--- config.mk ---
export PLATFORM = sky130hd
export DESIGN_NAME = room_exit_detector_flat
export DESIGN_NICKNAME = d
export VERILOG_FILES = /design/src/rtl/room_exit_detector_if.sv /design/src/rtl/room_exit_detector.sv /design/src/flat_wrapper.sv
export SDC_FILE = /design/constraint.sdc
export NUM_CORES = 1
export LEC_CHECK = 0
export CAP_MARGIN = 40
export CORE_MARGIN = 2
export CORE_UTILIZATION = 28
export CTS_CLUSTER_DIAMETER = 200
export CTS_CLUSTER_SIZE = 28
export DETAILED_ROUTE_END_ITERATION = 7
export GPL_TIMING_DRIVEN = 0
export PLACE_DENSITY = 0.45
export SLEW_MARGIN = 10
export SYNTH_ARGS = -nofsm -noshare
export SYNTH_HDL_FRONTEND = slang
export SYNTH_SLANG_ARGS = --single-unit
export TNS_END_PERCENT = 10
--- constraint.sdc ---
create_clock -name clk -period 2.4 [get_ports clk]
set_input_delay 0.6 -clock clk [delete_from_list [all_inputs] [get_ports clk]]
set_output_delay 0.6 -clock clk [all_outputs]
set_load 0.01 [all_outputs]
--- src/rtl/room_exit_detector_if.sv ---
// Exit-detector signal bundle: load pulse and per-occupant exit strobes in,
// registered status out. The master side drives the inputs, the slave side is the detector.
interface room_exit_detector_if #(
    parameter int N = 4
);
    logic                     all_in;
    logic [N-1:0]             men_out;
    logic                     all_men_out;
    logic [$clog2(N+1)-1:0]   occupancy;
    logic                     exit_timeout;
    logic                     busy;

    modport master (
        output all_in, men_out,
        input  all_men_out, occupancy, exit_timeout, busy
    );

    modport slave (
        input  all_in, men_out,
        output all_men_out, occupancy, exit_timeout, busy
    );
endinterface

--- src/rtl/room_exit_detector.sv ---
// Tracks N occupants from a bulk "all in" load until each exit sensor fires;
// pulses when the room empties and flags a timeout if the drain stalls.
module room_exit_detector #(
    parameter int N       = 4,
    parameter int TIMEOUT = 16
) (
    input  logic                  clk,
    input  logic                  rst_in,
    room_exit_detector_if.slave   bus
);
    localparam int OCC_W = $clog2(N+1);
    localparam int TMR_W = $clog2(TIMEOUT);

    typedef enum logic [1:0] {
        EMPTY     = 2'd0,
        OCCUPIED  = 2'd1,
        DRAINING  = 2'd2,
        TIMED_OUT = 2'd3
    } state_t;

    state_t             r_state;
    state_t             w_state_nxt;
    logic [N-1:0]       r_present;
    logic [N-1:0]       w_present_nxt;
    logic [N-1:0]       w_present_clr;
    logic [TMR_W-1:0]   r_timer;
    logic [TMR_W-1:0]   w_timer_nxt;
    logic               r_all_men_out;
    logic               w_all_men_out_nxt;
    logic               r_exit_timeout;
    logic               w_exit_timeout_nxt;
    logic [OCC_W-1:0]   r_occupancy;
    logic               r_busy;

    function automatic logic [OCC_W-1:0] popcount(input logic [N-1:0] v);
        logic [OCC_W-1:0] c;
        c = '0;
        for (int i = 0; i < N; i++) begin
            c = c + OCC_W'(v[i]);
        end
        return c;
    endfunction

    always_comb begin
        w_state_nxt        = r_state;
        w_present_nxt      = r_present;
        w_timer_nxt        = r_timer;
        w_all_men_out_nxt  = 1'b0;
        w_exit_timeout_nxt = r_exit_timeout;
        w_present_clr      = r_present & ~bus.men_out;

        if (bus.all_in) begin
            // A reload wins over any exits seen in the same cycle.
            w_present_nxt      = '1;
            w_timer_nxt        = '0;
            w_exit_timeout_nxt = 1'b0;
            w_state_nxt        = OCCUPIED;
        end else if (r_state != EMPTY) begin
            w_present_nxt = w_present_clr;
            if (w_present_clr == '0) begin
                // Emptying beats a timer expiry landing on the same edge.
                w_all_men_out_nxt  = 1'b1;
                w_state_nxt        = EMPTY;
                w_timer_nxt        = '0;
                w_exit_timeout_nxt = 1'b0;
            end else if (r_state == OCCUPIED) begin
                if (w_present_clr != r_present) begin
                    w_state_nxt = DRAINING;
                    w_timer_nxt = '0;
                end
            end else if (r_state == DRAINING) begin
                if (r_timer == TMR_W'(TIMEOUT-1)) begin
                    w_state_nxt        = TIMED_OUT;
                    w_exit_timeout_nxt = 1'b1;
                end else begin
                    w_timer_nxt = r_timer + TMR_W'(1);
                end
            end
        end
    end

    always_ff @(posedge clk) begin
        if (!rst_in) begin
            r_state        <= EMPTY;
            r_present      <= '0;
            r_timer        <= '0;
            r_all_men_out  <= 1'b0;
            r_exit_timeout <= 1'b0;
            r_occupancy    <= '0;
            r_busy         <= 1'b0;
        end else begin
            r_state        <= w_state_nxt;
            r_present      <= w_present_nxt;
            r_timer        <= w_timer_nxt;
            r_all_men_out  <= w_all_men_out_nxt;
            r_exit_timeout <= w_exit_timeout_nxt;
            r_occupancy    <= popcount(w_present_nxt);
            r_busy         <= (w_state_nxt != EMPTY);
        end
    end

    assign bus.all_men_out  = r_all_men_out;
    assign bus.occupancy    = r_occupancy;
    assign bus.exit_timeout = r_exit_timeout;
    assign bus.busy         = r_busy;
endmodule

--- src/flat_wrapper.sv ---
// flat-port wrapper written by rule: the top's interface ports become plain ports
module room_exit_detector_flat 
#(
    parameter int N       = 4,
    parameter int TIMEOUT = 16
)
  (clk, rst_in, bus_all_in, bus_men_out, bus_all_men_out, bus_occupancy, bus_exit_timeout, bus_busy);
  room_exit_detector_if #(.N(N)) bus_i ();
  input  logic clk;
  input  logic rst_in;
  input wire logic [$bits(bus_i.all_in)-1:0] bus_all_in;
  input wire logic [$bits(bus_i.men_out)-1:0] bus_men_out;
  output wire logic [$bits(bus_i.all_men_out)-1:0] bus_all_men_out;
  output wire logic [$bits(bus_i.occupancy)-1:0] bus_occupancy;
  output wire logic [$bits(bus_i.exit_timeout)-1:0] bus_exit_timeout;
  output wire logic [$bits(bus_i.busy)-1:0] bus_busy;
  assign bus_i.all_in = bus_all_in;
  assign bus_i.men_out = bus_men_out;
  assign bus_all_men_out = bus_i.all_men_out;
  assign bus_occupancy = bus_i.occupancy;
  assign bus_exit_timeout = bus_i.exit_timeout;
  assign bus_busy = bus_i.busy;
  room_exit_detector #(.N(N), .TIMEOUT(TIMEOUT)) u_core (.clk(clk), .rst_in(rst_in), .bus(bus_i));
endmodule
# [Word-level counts from Yosys, hierarchy flattened]
# Index checks and enable logic that the tools add are counted.
[op_classes] bitwise_logic=4 magnitude_cmp=0 n_eq_ne=7 n_mux=19 div=0 n_mul=0 n_shift=0 add_sub_neg=4 reduce_logical=10
[ops] operator="2-to-1 mux 4 bit" n=7
[ops] operator="2-to-1 mux 2 bit" n=7
[ops] operator="AND reduction 4 bit" n=2
[ops] operator="nonzero test 2 bit" n=4
[ops] operator="adder 3 x 1 -> 3 bit" n=2
[ops] operator="2-to-1 mux 1 bit" n=5
[ops] operator="adder 4 x 1 -> 4 bit, second input constant" n=1
[ops] operator="AND 4 bit" n=1
[ops] operator="== test 4 bit, second input constant" n=1
[ops] operator="logical NOT 4 bit" n=1
[ops] operator="inequality test 4 bit" n=1
[ops] operator="inverter 4 bit" n=1
[ops] operator="inequality test 3 x 1 -> 1 bit, second input constant" n=1
[ops] operator="inequality test 3 x 2 -> 1 bit, second input constant" n=1
[ops] operator="nonzero test 3 bit" n=1
[ops] operator="OR reduction 3 bit" n=1
[ops] operator="adder 1 x 1 -> 2 bit" n=1
[ops] operator="== test 2 x 1 -> 1 bit, second input constant" n=1
[ops] operator="== test 2 bit, second input constant" n=1
[ops] operator="inequality test 2 x 1 -> 1 bit, second input constant" n=1
[ops] operator="inverter 1 bit" n=2
[ops] operator="OR reduction 2 bit" n=1
[word_totals] rom_bits=0 ramBits=0 mem_count=0 output_inout_bits=6 wordCells=51 inputBits=7 latch_bits=0 register_bits=16

# [Logic depth before layout (Yosys ltp)]
[depth] word_depth=9 mapped_depth=8 ltp_nobuf=8

# [Worst setup path before layout]
# No wires, ideal clock.
[synth_timing] path_type="register -> register" startpoint="reg u_core.r_state[0]" endpoint="reg u_core.r_occupancy[1] (netlist: u_core.bus.occupancy[1])" arrival_ns=2.038 path_stages_with_launch=9 period_less_slack_ns=2.153 setup_ns=0.115 setup_slack_ns=0.247 required_ns=2.285 n_path_buf=0 path_cell_list="dfxtp_1 inv_1 ha_1 nand2b_1 a21o_2 ha_1 fa_1 ha_1 and2_1"
[synth_via] elab_chain_cells=6
[synth_lines] element="from (decl)" line_no="room_exit_detector.sv:21" rtl="state_t r_state;"
[synth_lines] element="from (signal assigned)" line_no="room_exit_detector.sv:92" rtl="r_state <= w_state_nxt;"
[synth_lines] element="nonzero test 2 bit" line_no="room_exit_detector.sv:58" rtl="end else if (r_state != EMPTY) begin"
[synth_lines] element="2-to-1 mux 4 bit" line_no="room_exit_detector.sv:58"
[synth_lines] element="2-to-1 mux 4 bit" line_no="room_exit_detector.sv:52" rtl="if (bus.all_in) begin"
[synth_lines] element="named net u_core.w_present_nxt[1]" line_no="room_exit_detector.sv:24" rtl="logic [N-1:0] w_present_nxt;"
[synth_lines] element="adder 1 x 1 -> 2 bit" line_no="room_exit_detector.sv:39" rtl="c = c + OCC_W'(v[i]);"
[synth_lines] element="adder 3 x 1 -> 3 bit (2 in series)" line_no="room_exit_detector.sv:39"
[synth_lines] element="to (signal assigned)" line_no="room_exit_detector.sv:97" rtl="r_occupancy <= popcount(w_present_nxt);"
[synth_lines] element="to (decl)" line_no="room_exit_detector.sv:32" rtl="logic [OCC_W-1:0] r_occupancy;"
# The timed path passes the listed nets, and every way through them passes these cells.
# A chain may end at the register's enable or synchronous reset.

# [Worst setup path after layout]
[layout_timing] startpoint="in bus_men_out[1]" endpoint="reg u_core.r_occupancy[1] (netlist: u_core.bus.occupancy[1])"
[layout_via] elab_chain_cells=7
[layout_lines] element="from (decl)" line_no="flat_wrapper.sv:12" rtl="input wire logic [$bits(bus_i.men_out)-1:0] bus_men_out;"
[layout_lines] element="inverter 4 bit" line_no="room_exit_detector.sv:50" rtl="w_present_clr = r_present & ~bus.men_out;"
[layout_lines] element="AND 4 bit" line_no="room_exit_detector.sv:50"
[layout_lines] element="2-to-1 mux 4 bit" line_no="room_exit_detector.sv:58"
[layout_lines] element="2-to-1 mux 4 bit" line_no="room_exit_detector.sv:52"
[layout_lines] element="named net u_core.w_present_nxt[1]" line_no="room_exit_detector.sv:24"
[layout_lines] element="adder 1 x 1 -> 2 bit" line_no="room_exit_detector.sv:39"
[layout_lines] element="adder 3 x 1 -> 3 bit (2 in series)" line_no="room_exit_detector.sv:39"
# The timed path passes the listed nets, and every way through them passes these cells.

==> results.env <==
SYNTH_EDF_COUNT=0
FIN_SETUP_TNS_PS=0
DRC=0
DIODES=0
FINALSETUPVIOLCOUNT=0
GRT.MET1_USAGE=0.1597
INITIAL_UTILIZATION=0.2882
GRT_UTIL_MET3=0.01965
SYNTHDISTINCTLIBCELLS=35
WORST-ENDPOINT-REQUIRED_PS=2600
CLOCK_GROUP_SHARE_OF_TOTAL_POWER=0.263
AREAGROWTHSYNTHTOFINISH_PCT=20.55
GRT_PASS1_VIAS=608
NUMBER_OF_ROUTED_NETS_WITH_ANTENNA_VIOLATIONS=0
SLOWEST_DELAY_PS=490
WORST_HOLD_PATH_TYPE='reg2reg'
FIRSTDRTPASSITERS=4
NETS=119
DR_TOTAL_VIAS=666
CRIT_TYPE='in2reg'
FLOORPLAN.DIE.WIDTH_UM=59.37
POSTSYNTH.ASYNCRESETSHARE=0
SYNTH_SEQ_CELLS=16
WL_PER_CELL_UM=12.29
GLOBALROUTEMET2UTIL=0.1648
TIMING.CRITICAL_PATH.CELLS='clkdlybuf4s50_1 > nand2b_1 > a21o_2 > ha_1 > fa_1 > ha_1 > and2_1'
YOSYS_WARN_COUNT=0
GRT_USE_TOTAL=0.1149
CTS.PATH.MAX_BUFFERS=2
CLK-INSERTION-DELAY-LATE_PS=290
CP-END-KIND='flip-flop'
SYN_AVG_CELL_AREA_SQ_UM=9.644
CORE.ROWCOUNT=20
CPMOSTUSEDCELL='ha_1'
CP-START-KIND='input pin'
LEAKAGEPOWER_uW=0.0003976
SEQ_POWER_SHARE=0.521
SYNTH_FLOP_CELL='dfxtp_1'
FINAL_MIN_PERIOD_OVER_CLOCK_PERIOD=0.9446
DETAILEDROUTE.FIRSTITERATIONVIOLATIONS=14
CP.ARRIVAL_PS=2460
FP.COREAREA_SQ_UM=2978
P_PER_AREA_nW_PER_UM2=538.7
OUTCOME='finished, final reports clean'
CTS_HTREE_LEVELS=1
SYNTH.CELL_AREA_SQ_UM=858.3
SYNTH.LARGEST_AREA_CELL='dfxtp_1'
SLEW_HEADROOM=0.6766
POST-ROUTE-MIN-PERIOD_PS=2267
MAXSLEWVIOLCOUNT=0
DPL.CELL_COUNT=133
ANTENNA_VIOLATIONS_BEFORE_REPAIR=0
ACHIEVABLE-FREQUENCY_MHz=441.1
POST_DR_VIAS_CELL=4.897
SYNTH_AREA_LEADERS='dfxtp_1 (37%), ha_1 (8.7%), nand2b_1 (7.3%)'
TOTAL_SWITCHING_POWER_uW=152.9
FRACTION_OF_LAYOUT_CELLS_WITH_A_SIZE_SUFFIX_ABOVE_1=0.1359
POWER.SWITCHING_FRACTION=0.2743
IR_DROP_WORST_VDD_V=0.0002632
ROOT_BUFFER='clkbuf_4'
TIMING_WORST_SLEW_PIN_VALUE_PS=484.1
SEQ_AREA_FRAC_SYNTH=0.3732
SYN_INST_COUNT=89
GRT_FIRST_PASS_WIRELENGTH_UM=2918
FLOORPLAN_DIE_HEIGHT_UM=59.37
DPL.HPWL_UM=1251
NUMBER_OF_HOLD_REPAIR_BUFFERS_ADDED_AT_THE_CTS_STAGE=0
INTERNAL_POWER_uW=404.5
CP_NUM_BUF_INV=1
FINAL_HOLD_VIOL_COUNT=0
FINALNONFILLERCELLS=136
FLOORPLAN.DIE_AREA_SQ_UM=3524
CLKSINKCOUNT=16
FINALCLOCKSKEW_PS=2.618
SYNTH_TOP_AREA_FRAC=0.3732
ROUTE.FINAL.WIRE_LENGTH_UM=1672
POSTSYNTHNETCOUNT=103
FINAL_UTIL=0.3475
GRT-BUSIEST-LAYER='met2'
CTS_BUFFERS=3
COMBINATIONALPOWERSHARE=0.216
MAX_CAP_VIOL_COUNT=0
GRT_OVERFLOW=0
GRT_START_MAX_NET_PINS=11
CRIT_FAMILY='adder cells'
PLACE.GP.CONGESTION=0.7159
CLOCK_TRANSITION_TIME_AT_THE_FLIP_FLOP_CLOCK_PINS_OF_THE_WORST_SETUP_AND_HOLD_PATHS_PS=100
FLOORPLAN.IO_PINS=13
CTS_TREE='yes'
WORST-PATH-MAX-FANOUT=3
RSZ0062_AT_GRT='false'
IO_BUFFER_COUNT=11
CRIT_PATH_TOP_DELAY_CELL='clkdlybuf4s50_1'
==> cells in the mapped netlist (all sizes together), types with 2 or more instances <==
library cell,n
o21ai,3
o221ai,2
inv,4
o31ai,3
nor2,3
a21o,4
clkbuf,2
nand2,3
ha,6
and2,8
nand3,2
nand2b,10
dfxtp,16
a21oi,2
a22oi,2
==> worst paths after layout <==
check / slack, ps / from / to / cells past startpoint
setup reg to reg: 160 / u_core.r_state[1] / u_core.bus.occupancy[1] / 8
setup / recovery: 130 / bus_men_out[1] / u_core.bus.occupancy[1] / 7
hold reg to reg: 500 / u_core.r_timer[0] / u_core.r_timer[0] / 1
hold / removal: 500 / u_core.r_timer[0] / u_core.r_timer[0] / 1
==> kinds of logic after synthesis <==
group | count (synthesis) | synth area share
AOI/OAI and AO/OA | 20 | 0.1910
adders and majority gates | 7 | 0.1108
buffers and inverters | 7 | 0.03936
DFF | 16 | 0.3732
muxes | 1 | 0.01166
and+or+nand+nor | 38 | 0.2741
==> per-layer routing <==
layer	up-vias	wire length, um
li1	350	-
met1	304	811
met2	8	767
met3	4	56
met4	0	36
met5	-	0
==> final cells by class <==
class / instances / area (sq um)
multi-input combinational: 66 / 504.2
timing repair buffer: 11 / 110.1
buffer: 3 / 20.02
sequential: 16 / 321.6
tap: 33 / 41.29
fill: 312 / 1943
clock buffer: 3 / 22.52
inverter: 4 / 15.01
==> power groups by stage <==
stage | sequential, uW | clock, uW | combinational (uW)
floorplan | 301 | 0 | 71.0
global placement | 296 | 0 | 122
detailed placement | 297 | 0 | 122
CTS | 290 | 156 | 122
global route | 292 | 167 | 139
finish | 290 | 146 | 121
==> worst reg2reg max path, stage by stage (launching register included) <==
cell	delay, ps
dfxtp_1	380
inv_1	80
ha_1	230
nand2b_1	160
a21o_2	210
ha_1	300
fa_1	360
ha_1	280
and2_1	150
==> placed cells by master, fill, tap and decap left out, types with 2 or more instances in the layout <==
| cell | netlist | final |
|---|---|---|
| o31ai_1 | 2 | 2 |
| a21oi_1 | 2 | 2 |
| nand2_1 | 3 | 3 |
| dfxtp_1 | 16 | 15 |
| nand2b_1 | 10 | 10 |
| o221ai_1 | 2 | 2 |
| o21ai_0 | 3 | 3 |
| and2_1 | 8 | 8 |
| clkbuf_4 | 0 | 3 |
| a22oi_1 | 2 | 2 |
| nor2_1 | 3 | 3 |
| clkdlybuf4s50_1 | 0 | 11 |
| nand3_1 | 2 | 2 |
| ha_1 | 6 | 6 |
| a21o_2 | 4 | 4 |
| inv_1 | 4 | 4 |
==> metrics by stage <==
stage	hold slack [ps]	setup WS (ps)	area (sq um)	power, uW
final	504.5	132.9	1035	557.5
after floorplan	466.4	246.7	858.3	371.5
after global placement	481.7	-191.3	1010	418.7
after detailed placement	490.2	-185.1	1010	418.3
after CTS	507.4	68.96	1032	568.4
after global routing	517.7	28.94	1035	597.6
==> sequential cells by signal, indices dropped and copies added, names as in the netlist <==
signal                   cells
u_core.bus.all_men_out       1
u_core.bus.occupancy         3
u_core.bus.exit_timeout      1
u_core.r_timer               4
u_core.r_present             4
u_core.bus.busy              1
u_core.r_state               2
==> repair_timing <==
action	CTS	global route
setup endpoints to repair	0	1
gates resized for setup	0	4
setup buffers	0	0
Power figures use the tool's default switching activity.
